<file path="src/rtl/uart_pkg.sv">
// Shared UART constants and state encoding, used by both the transmitter and the receiver.
package uart_pkg;
  localparam int OVERSAMPLE = 16;
  localparam int MID_SAMPLE = 7;
  localparam int DATA_BITS  = 8;
  localparam int FRAME_BITS = 11;

  typedef enum logic [2:0] {
    IDLE   = 3'd0,
    START  = 3'd1,
    DATA   = 3'd2,
    PARITY = 3'd3,
    STOP   = 3'd4
  } uart_state_t;
endpackage

</file>
<file path="src/rtl/uart_rx_sync.sv">
// Two-flop synchronizer for the asynchronous serial line; both flops reset to the idle level (1).
module uart_rx_sync (
  input  logic clk,
  input  logic reset,
  input  logic d,
  output logic q
);
  logic meta;

  always_ff @(posedge clk) begin
    if (!reset) begin
      meta <= 1'b1;
      q    <= 1'b1;
    end else begin
      meta <= d;
      q    <= meta;
    end
  end
endmodule

</file>
<file path="src/rtl/uart_rx.sv">
// 16x-oversampled UART receiver: start, 8 data LSB first, parity, stop; one-cycle valid per frame.
// Parity checking is compiled in only when UART_RX_PARITY_CHECK_EN is defined; otherwise parity_err is 0.
module uart_rx
  import uart_pkg::*;
#(
  parameter bit PARITY_ODD = 1'b0
) (
  input  logic                 baud_clk,
  input  logic                 reset,
  input  logic                 rx_in,
  output logic [DATA_BITS-1:0] dout,
  output logic                 parity_out,
  output logic                 valid,
  output logic                 parity_err,
  output logic                 frame_err,
  output logic                 busy
);
  localparam logic [3:0] MID_CNT  = 4'(MID_SAMPLE);
  localparam logic [3:0] LAST_CNT = 4'(OVERSAMPLE - 1);
  localparam logic [2:0] LAST_IDX = 3'(DATA_BITS - 1);

  uart_state_t          state;
  logic [3:0]           cnt;
  logic [2:0]           idx;
  logic [DATA_BITS-1:0] shreg;
  logic                 par_bit;
  logic                 rx_s;

  uart_rx_sync u_sync (
    .clk   (baud_clk),
    .reset (reset),
    .d     (rx_in),
    .q     (rx_s)
  );

`ifndef UART_RX_PARITY_CHECK_EN
  logic unused_parity_odd;
  assign unused_parity_odd = PARITY_ODD;
`endif

  always_ff @(posedge baud_clk) begin
    if (!reset) begin
      state      <= IDLE;
      cnt        <= 4'd0;
      idx        <= 3'd0;
      shreg      <= '0;
      par_bit    <= 1'b0;
      dout       <= '0;
      parity_out <= 1'b0;
      valid      <= 1'b0;
      parity_err <= 1'b0;
      frame_err  <= 1'b0;
      busy       <= 1'b0;
    end else begin
      valid <= 1'b0;
      case (state)
        IDLE: begin
          cnt <= 4'd0;
          idx <= 3'd0;
          if (!rx_s) begin
            state <= START;
            busy  <= 1'b1;
          end
        end
        START: begin
          // Re-check the line at mid start bit to reject glitches.
          if (cnt == MID_CNT) begin
            cnt <= 4'd0;
            if (!rx_s) begin
              state <= DATA;
            end else begin
              state <= IDLE;
              busy  <= 1'b0;
            end
          end else begin
            cnt <= cnt + 4'd1;
          end
        end
        DATA: begin
          cnt <= cnt + 4'd1;
          if (cnt == LAST_CNT) begin
            shreg <= {rx_s, shreg[DATA_BITS-1:1]};
            idx   <= idx + 3'd1;
            if (idx == LAST_IDX) state <= PARITY;
          end
        end
        PARITY: begin
          cnt <= cnt + 4'd1;
          if (cnt == LAST_CNT) begin
            par_bit <= rx_s;
            state   <= STOP;
          end
        end
        STOP: begin
          cnt <= cnt + 4'd1;
          // Leave at mid stop bit so a directly following start bit is caught.
          if (cnt == LAST_CNT) begin
            dout       <= shreg;
            parity_out <= par_bit;
            frame_err  <= ~rx_s;
`ifdef UART_RX_PARITY_CHECK_EN
            parity_err <= (par_bit != (^shreg ^ PARITY_ODD));
`else
            parity_err <= 1'b0;
`endif
            valid      <= 1'b1;
            busy       <= 1'b0;
            state      <= IDLE;
          end
        end
        default: begin
          state <= IDLE;
          busy  <= 1'b0;
        end
      endcase
    end
  end
endmodule

</file>
<file path="config.mk">
export PLATFORM = sky130hd
export DESIGN_NAME = uart_rx
export DESIGN_NICKNAME = d
export VERILOG_FILES = /design/src/rtl/uart_pkg.sv /design/src/rtl/uart_rx_sync.sv /design/src/rtl/uart_rx.sv
export SDC_FILE = /design/constraint.sdc
export NUM_CORES = 1
export LEC_CHECK = 0
export CORE_UTILIZATION = 31
export CTS_BUF_LIST = sky130_fd_sc_hd__clkbuf_4 sky130_fd_sc_hd__clkbuf_8
export DETAILED_ROUTE_END_ITERATION = 6
export PLACE_DENSITY_LB_ADDON = 0.1
export SYNTH_ARGS = -nofsm -noshare
export SYNTH_HDL_FRONTEND = slang
export SYNTH_SLANG_ARGS = --single-unit
</file>
<file path="constraint.sdc">
create_clock -name baud_clk -period 2.54 [get_ports baud_clk]
set_clock_uncertainty 0.2 [all_clocks]
set_input_delay 0.254 -clock baud_clk [delete_from_list [all_inputs] [get_ports baud_clk]]
set_output_delay 0.254 -clock baud_clk [all_outputs]
set_load 0.1 [all_outputs]
</file>
==> results.md, run 1 <==
- Vias in the first global route: 1167
- Chip width: 72.4 microns
- Critical path class: reg2reg
- Switching Share: 0.220
- Net count after synthesis: 180
- Syn. warnings: 0
- DR vias/cell: 5.27
- Port-buffer cells: 14
- Power share of the sequential group: 0.476
- Num rows: 25
- Mapped cell area: 1540 sq um
- RD Place Congestion: 0.801
- Total Wirelength: around 3500 microns
- Synth Instances: ~170
- Crit path DAT: 2.07 ns
- Slowest CP cell: or3_1
- VDD IR-drop max: 0.000262 V
- CTS tree: done
- Routed via count: ~1300
- Actual slew at the worst max-slew pin: around 0.74 ns
- Highest clock rate: 484 MHz
- Clk root buf: clkbuf_8
- Count leader, synth: dfxtp_1
- Final WS setup: 0.475 ns
- First-pass DRT Iterations: 4
- Post-DR wirelength/cell: between 10 and 15 microns
- Placed cells: 240
- Worst EP required: around 2.6 ns
- DR iter-0 viols: 105
- Post-synth EDFFs: 0
- Final setup viols: 0
- Synth cell types: 46
- Area added between synthesis and finish: 14.7%
- Post-CTS Hold Fix Bufs: 0
- H-tree depth: 2
- Largest net degree at the start of global routing: 21
- DP HPWL: 2330 microns
- Register clock-pin slew on the reported worst setup and hold paths: 0.07 ns
- Worst-skew pair later-pin latency: 0.28 ns
- Clk sink count: 33
- Design Power: 1110 uW
- Top Layer Used: met4
- Total negative slack: 0 ns
- IO Pins: 16
- Core area: between 4000 and 5000 sq um
- Main synth FF type: dfxtp_1
- P_leak: a little over 0.0006 uW
- Met2 WL: 1530 microns
- Fin crit period: 2.07 ns
- Non-filler cells, final: 248
- Combinational Power Share: 0.054
- # diodes: 0
- Final Hold Fails: 0
- First-pass GRT wire length: 5740 microns
- WL met3: 138 microns
- DR DRC count: 0
- Rel. slew slack: 0.508
- Post-synth top area share: 0.430
- Top cells by area, synth: dfxtp_1, a21oi_1, nand3_1
- Pint: 869 uW
- Initial Utilization: 0.323
- GRT Overall Usage: 0.143
- Clock share of power: 0.470
- Nets: around 190
- Post-CTS sizing: 0
- RSZ-0062 raised after global routing: false
- Met1 wire length: 1780 microns
- GRT overflow: 0
- Crit-path cells: ha_1 -> nand4_1 -> or3_1 -> a21oi_1
- Total CTS buffers: 5
- Fraction of layout cells with a size suffix above 1: 0.166
- Top cells by count, synth: dfxtp_1, a21oi_1, nand3_1
- Crit-path max FO: 12
- Tcrit/Tclk final: 0.813
- Seq/Total Area, Yosys: 0.430
- Post-route ant nets: 0
- Yosys top cell by area: dfxtp_1
- Initial antenna violation count: 0
- Psw: 245 uW
- Max Cap Viol: 0
- #FFs+latches synth: 33
- Post-CTS setup buffers: 0
- Post-place setup slack: 0.503 ns
- Synth async-reset ratio: 0
- Critical Path Sink Type: flop
- Slew Viols, Final: 0
- Power per cell area: 632 nW/um^2
- Outcome: finished clean
- CTS Buffer Depth: 2
- Die Span Y: 72.4 microns
- Largest stage delay on the critical path: 0.50 ns
- Total die area: roughly 5200 sq um
- Crit path launch type: flop
- Syn Area/Cell: approximately 8.8 sq um
- Tightest Hold Check Type: reg2reg
[area by class of cell]
| class | instances | area, sq um |
|---|---|---|
| clock inverters | 1 | 30.0 |
| multi-input cells | 121 | 757 |
| clock buffers | 7 | 90.1 |
| repair buffers | 17 | 133 |
| fillers | 504 | 2990 |
| well taps | 67 | 83.8 |
| flip-flops and latches | 33 | 661 |
| inverters | 2 | 7.51 |
[through the flow]
step / cell area (sq um) / hold slack, ns / util
floorplan: 1540 / 0.127 / -
global placement: 1640 / 0.195 / 0.345
detailed placement: 1640 / 0.198 / 0.345
CTS: 1760 / 0.215 / 0.371
global route: 1760 / 0.223 / 0.371
finish: 1760 / 0.211 / 0.371
[power groups by stage]
stage | clock network [uW] | registers, uW | logic [uW]
final | 524 | 530 | 59.7
after global routing | 564 | 531 | 64.1
after CTS | 537 | 530 | 59.9
after detailed placement | 0 | 542 | 59.9
after global placement | 0 | 542 | 59.2
after floorplan | 0 | 552 | 37.0
[per-layer routing]
layer / global-route usage / vias up
li1: - / 651
met5: 0 / -
met4: 0.0588 / 0
met1: 0.194 / 616
met3: 0.0458 / 6
met2: 0.210 / 33
[cell families after synthesis]
group,share of synthesized area
flops,0.430
buf+inv,0.0774
compound gates,0.241
xor+xnor,0.0114
fa+ha+maj,0.0244
other cells,0.00244
simple gates,0.213
[sequential cells by signal, indices dropped and copies added (netlist names)]
signal	count
valid	1
shreg	8
state	3
u_sync.q	1
u_sync.meta	1
parity_out	1
busy	1
par_bit	1
idx	3
dout	8
cnt	4
frame_err	1
[critical path, delay by kind of cell, from the launching register on]
kind	cells	cell delay (ns)
AO/OA/AOI/OAI	1	0.13
adder cells (fa/ha/maj)	1	0.33
flip-flops	1	0.37
AND/OR/NAND/NOR	2	0.95
[layout by cell type, fill, tap and decap left out, drive strengths merged, types with 2 or more instances in the layout]
master	count
or2	2
nor4	2
clkdlybuf4s50	2
nand2b	3
buf	15
nand4bb	3
and3	2
nor2	6
ha	3
a21oi	25
nand2	3
nand3	21
a311oi	3
dfxtp	33
and2	2
o21ai	20
inv	2
nor3	2
a31oi	3
o221ai	3
a211oi	3
clkbuf	7
[worst paths after layout]
check | slack [ns] | startpoint | to | cells past startpoint
min | 0.21 | u_sync.meta | u_sync.q | 1
min reg2reg | 0.21 | u_sync.meta | u_sync.q | 1
max | 0.47 | cnt[0] | idx[0] | 4
max reg2reg | 0.47 | cnt[0] | idx[0] | 4
Power figures use the tool's default switching activity.
==> inputs of run 2 (changes only) <==
==> constraint.sdc (replaced) <==
create_clock -name baud_clk -period 2 [get_ports baud_clk]
set_clock_uncertainty 0.2 [all_clocks]
set_input_delay 0.2 -clock baud_clk [delete_from_list [all_inputs] [get_ports baud_clk]]
set_output_delay 0.2 -clock baud_clk [all_outputs]
set_load 0.1 [all_outputs]
==> results.md, run 2 (synthesis gave the netlist of run 1 again) <==
- Outcome: finished clean
- Most common cell after layout, fill and taps aside: dfxtp_1
- P_leak: 0.000625 uW
- Post-DR wirelength/cell: 14.0 microns
- Top Usage Layer GRT: met1
- Register clock-pin slew on the reported worst setup and hold paths: 0.07 ns
- Post-route ant nets: 0
- Total die area: 5240 sq um
- RSZ-0062 raised after global routing: false
- Num rows: 25
- Total negative slack: 0 ns
- Final setup viols: 0
- Max Cap Viol: 0
- CTS tree: done
- Fraction of layout cells with a size suffix above 1: 0.189
- Total CTS buffers: 5
- Tightest Hold Check Type: reg2reg
- Placed cells: between 200 and 250
- Die Span Y: roughly 72 microns
- Initial Utilization: 0.323
- Vias in the first global route: 1161
- Fillers: 509
- Routed via count: 1319
- Largest net degree at the start of global routing: 30
- First-pass GRT wire length: slightly below 6000 microns
- Core area: 4750 sq um
- Highest clock rate: approximately 540 MHz
- Crit path launch type: flop
- DR vias/cell: 5.23
- Met3 usage: 0.0347
- Slowest CP cell: and4bb_1
- IO Pins: 16
- DR DRC count: 0
- Largest stage delay on the critical path: 0.50 ns
- Crit path DAT: 1.85 ns
- Reg-to-Reg End: frame_err
- Min-Delay Path Depth: 1
- Register area: 661 sq um
- First-pass DRT Iterations: 4
- Slew Viols, Final: 0
- Area added between synthesis and finish: 16.9%
- Worst r2r src: cnt[0]
- R2R depth: 4
- GR Util met1: 0.211
- Commonest non-fill, non-tap cells in the layout: dfxtp_1, a21oi_1, nand3_1
- Crit-path cells: ha_1 -> and4bb_1 -> a21oi_1 -> a311oi_1
- CP Buf/Inv Count: 0
- # diodes: 0
- Met2 GRT Util: 0.209
- DP HPWL: 2430 microns
- Power per cell area: 788 nW/um^2
- Clk root buf: clkbuf_8
- Min-delay src: u_sync.meta
- Port-buffer cells: 14
- Critical path's top delay family: simple AND/OR/NAND/NOR gates
- Non-filler cells, final: 252
- Clk sink count: 33
- Critical Path Sink Type: flop
- VDD IR-drop max: 0.000312 V
- Worst-skew pair later-pin latency: 0.28 ns
- H-tree depth: 2
- R2r setup slk: 0.15 ns
- RD Place Congestion: 0.796
- Initial antenna violation count: 0
- GRT Overall Usage: 0.147
- Worst EP required: roughly 2 ns
- Area of the multi-input gates: 762 sq um
- Largest registers: dout (8), shreg (8), cnt (4)
- Chip width: 72.4 microns
- Nets: 190
- CTS Buffer Depth: 2
- Critical path class: reg2reg
- Worst Hold Endpoint: u_sync.q
- Tcrit/Tclk final: 0.926
- Fin crit period: 1.85 ns
- Crit-path max FO: 12
- Final Hold Fails: 0
- GRT overflow: 0
- Total Wirelength: 3520 microns
- DR iter-0 viols: 114
## run 2: stage by stage
stage          total power [uW]  hold slack [ns]  instance area, sq um  utilization  worst slack [ns]
6_report                   1420            0.216                  1800        0.378             0.148
3_3_place_gp                765            0.196                  1670        0.352             0.237
5_1_grt                    1470            0.260                  1800        0.378            0.0238
2_1_floorplan               748           0.0730                  1540            -             0.418
4_1_cts                    1440            0.221                  1790        0.377             0.181
3_5_place_dp                766            0.204                  1670        0.352             0.199
## run 2: area by class of cell
class,instances,share of cell area
Timing Repair Buffer,21,0.0905
Tap cell,67,0.0467
Multi-Input combinational cell,121,0.424
Inverter,2,0.00418
Clock inverter,1,0.0167
Clock buffer,7,0.0501
Sequential cell,33,0.368
## run 2: worst max-delay path by stage
stage	startpoint	to	slack [ns]	cells after the start
floorplan	cnt[0]	state[0]	0.42	5
global placement	cnt[0]	frame_err	0.24	4
detailed placement	cnt[0]	frame_err	0.20	4
CTS	cnt[1]	frame_err	0.18	4
global route	cnt[0]	frame_err	0.02	4
finish	cnt[0]	frame_err	0.15	4
## run 2: report_power, final
part / internal, uW / leakage (uW) / total (uW) / switching [uW]
registers: 663 / 0.000267 / 672 / 8.73
logic: 22.4 / 0.000296 / 79.6 / 57.3
clock network: 420 / 0.0000619 / 665 / 245
total: 1110 / 0.000625 / 1420 / 311
## run 2: worst reg2reg max path: cells and delay by family, from the launching register on
family / cells / cell delay, ns
AOI/OAI and AO/OA: 2 / 0.36
adders and majority gates: 1 / 0.34
DFF: 1 / 0.37
and+or+nand+nor: 1 / 0.50
## run 2: per-layer routing
metal  wire [microns]  part of all wire
met1             1770              0.50
met2             1540              0.44
met3              167             0.047
met4               50             0.014
met5                0                 0
## run 2: what timing repair did
| action | CTS | global route |
|---|---|---|
| hold buffers | 0 | 0 |
| setup buffers | 0 | 0 |
| endpoints found under the setup margin | 0 | 1 |
| gates resized for setup | 0 | 1 |
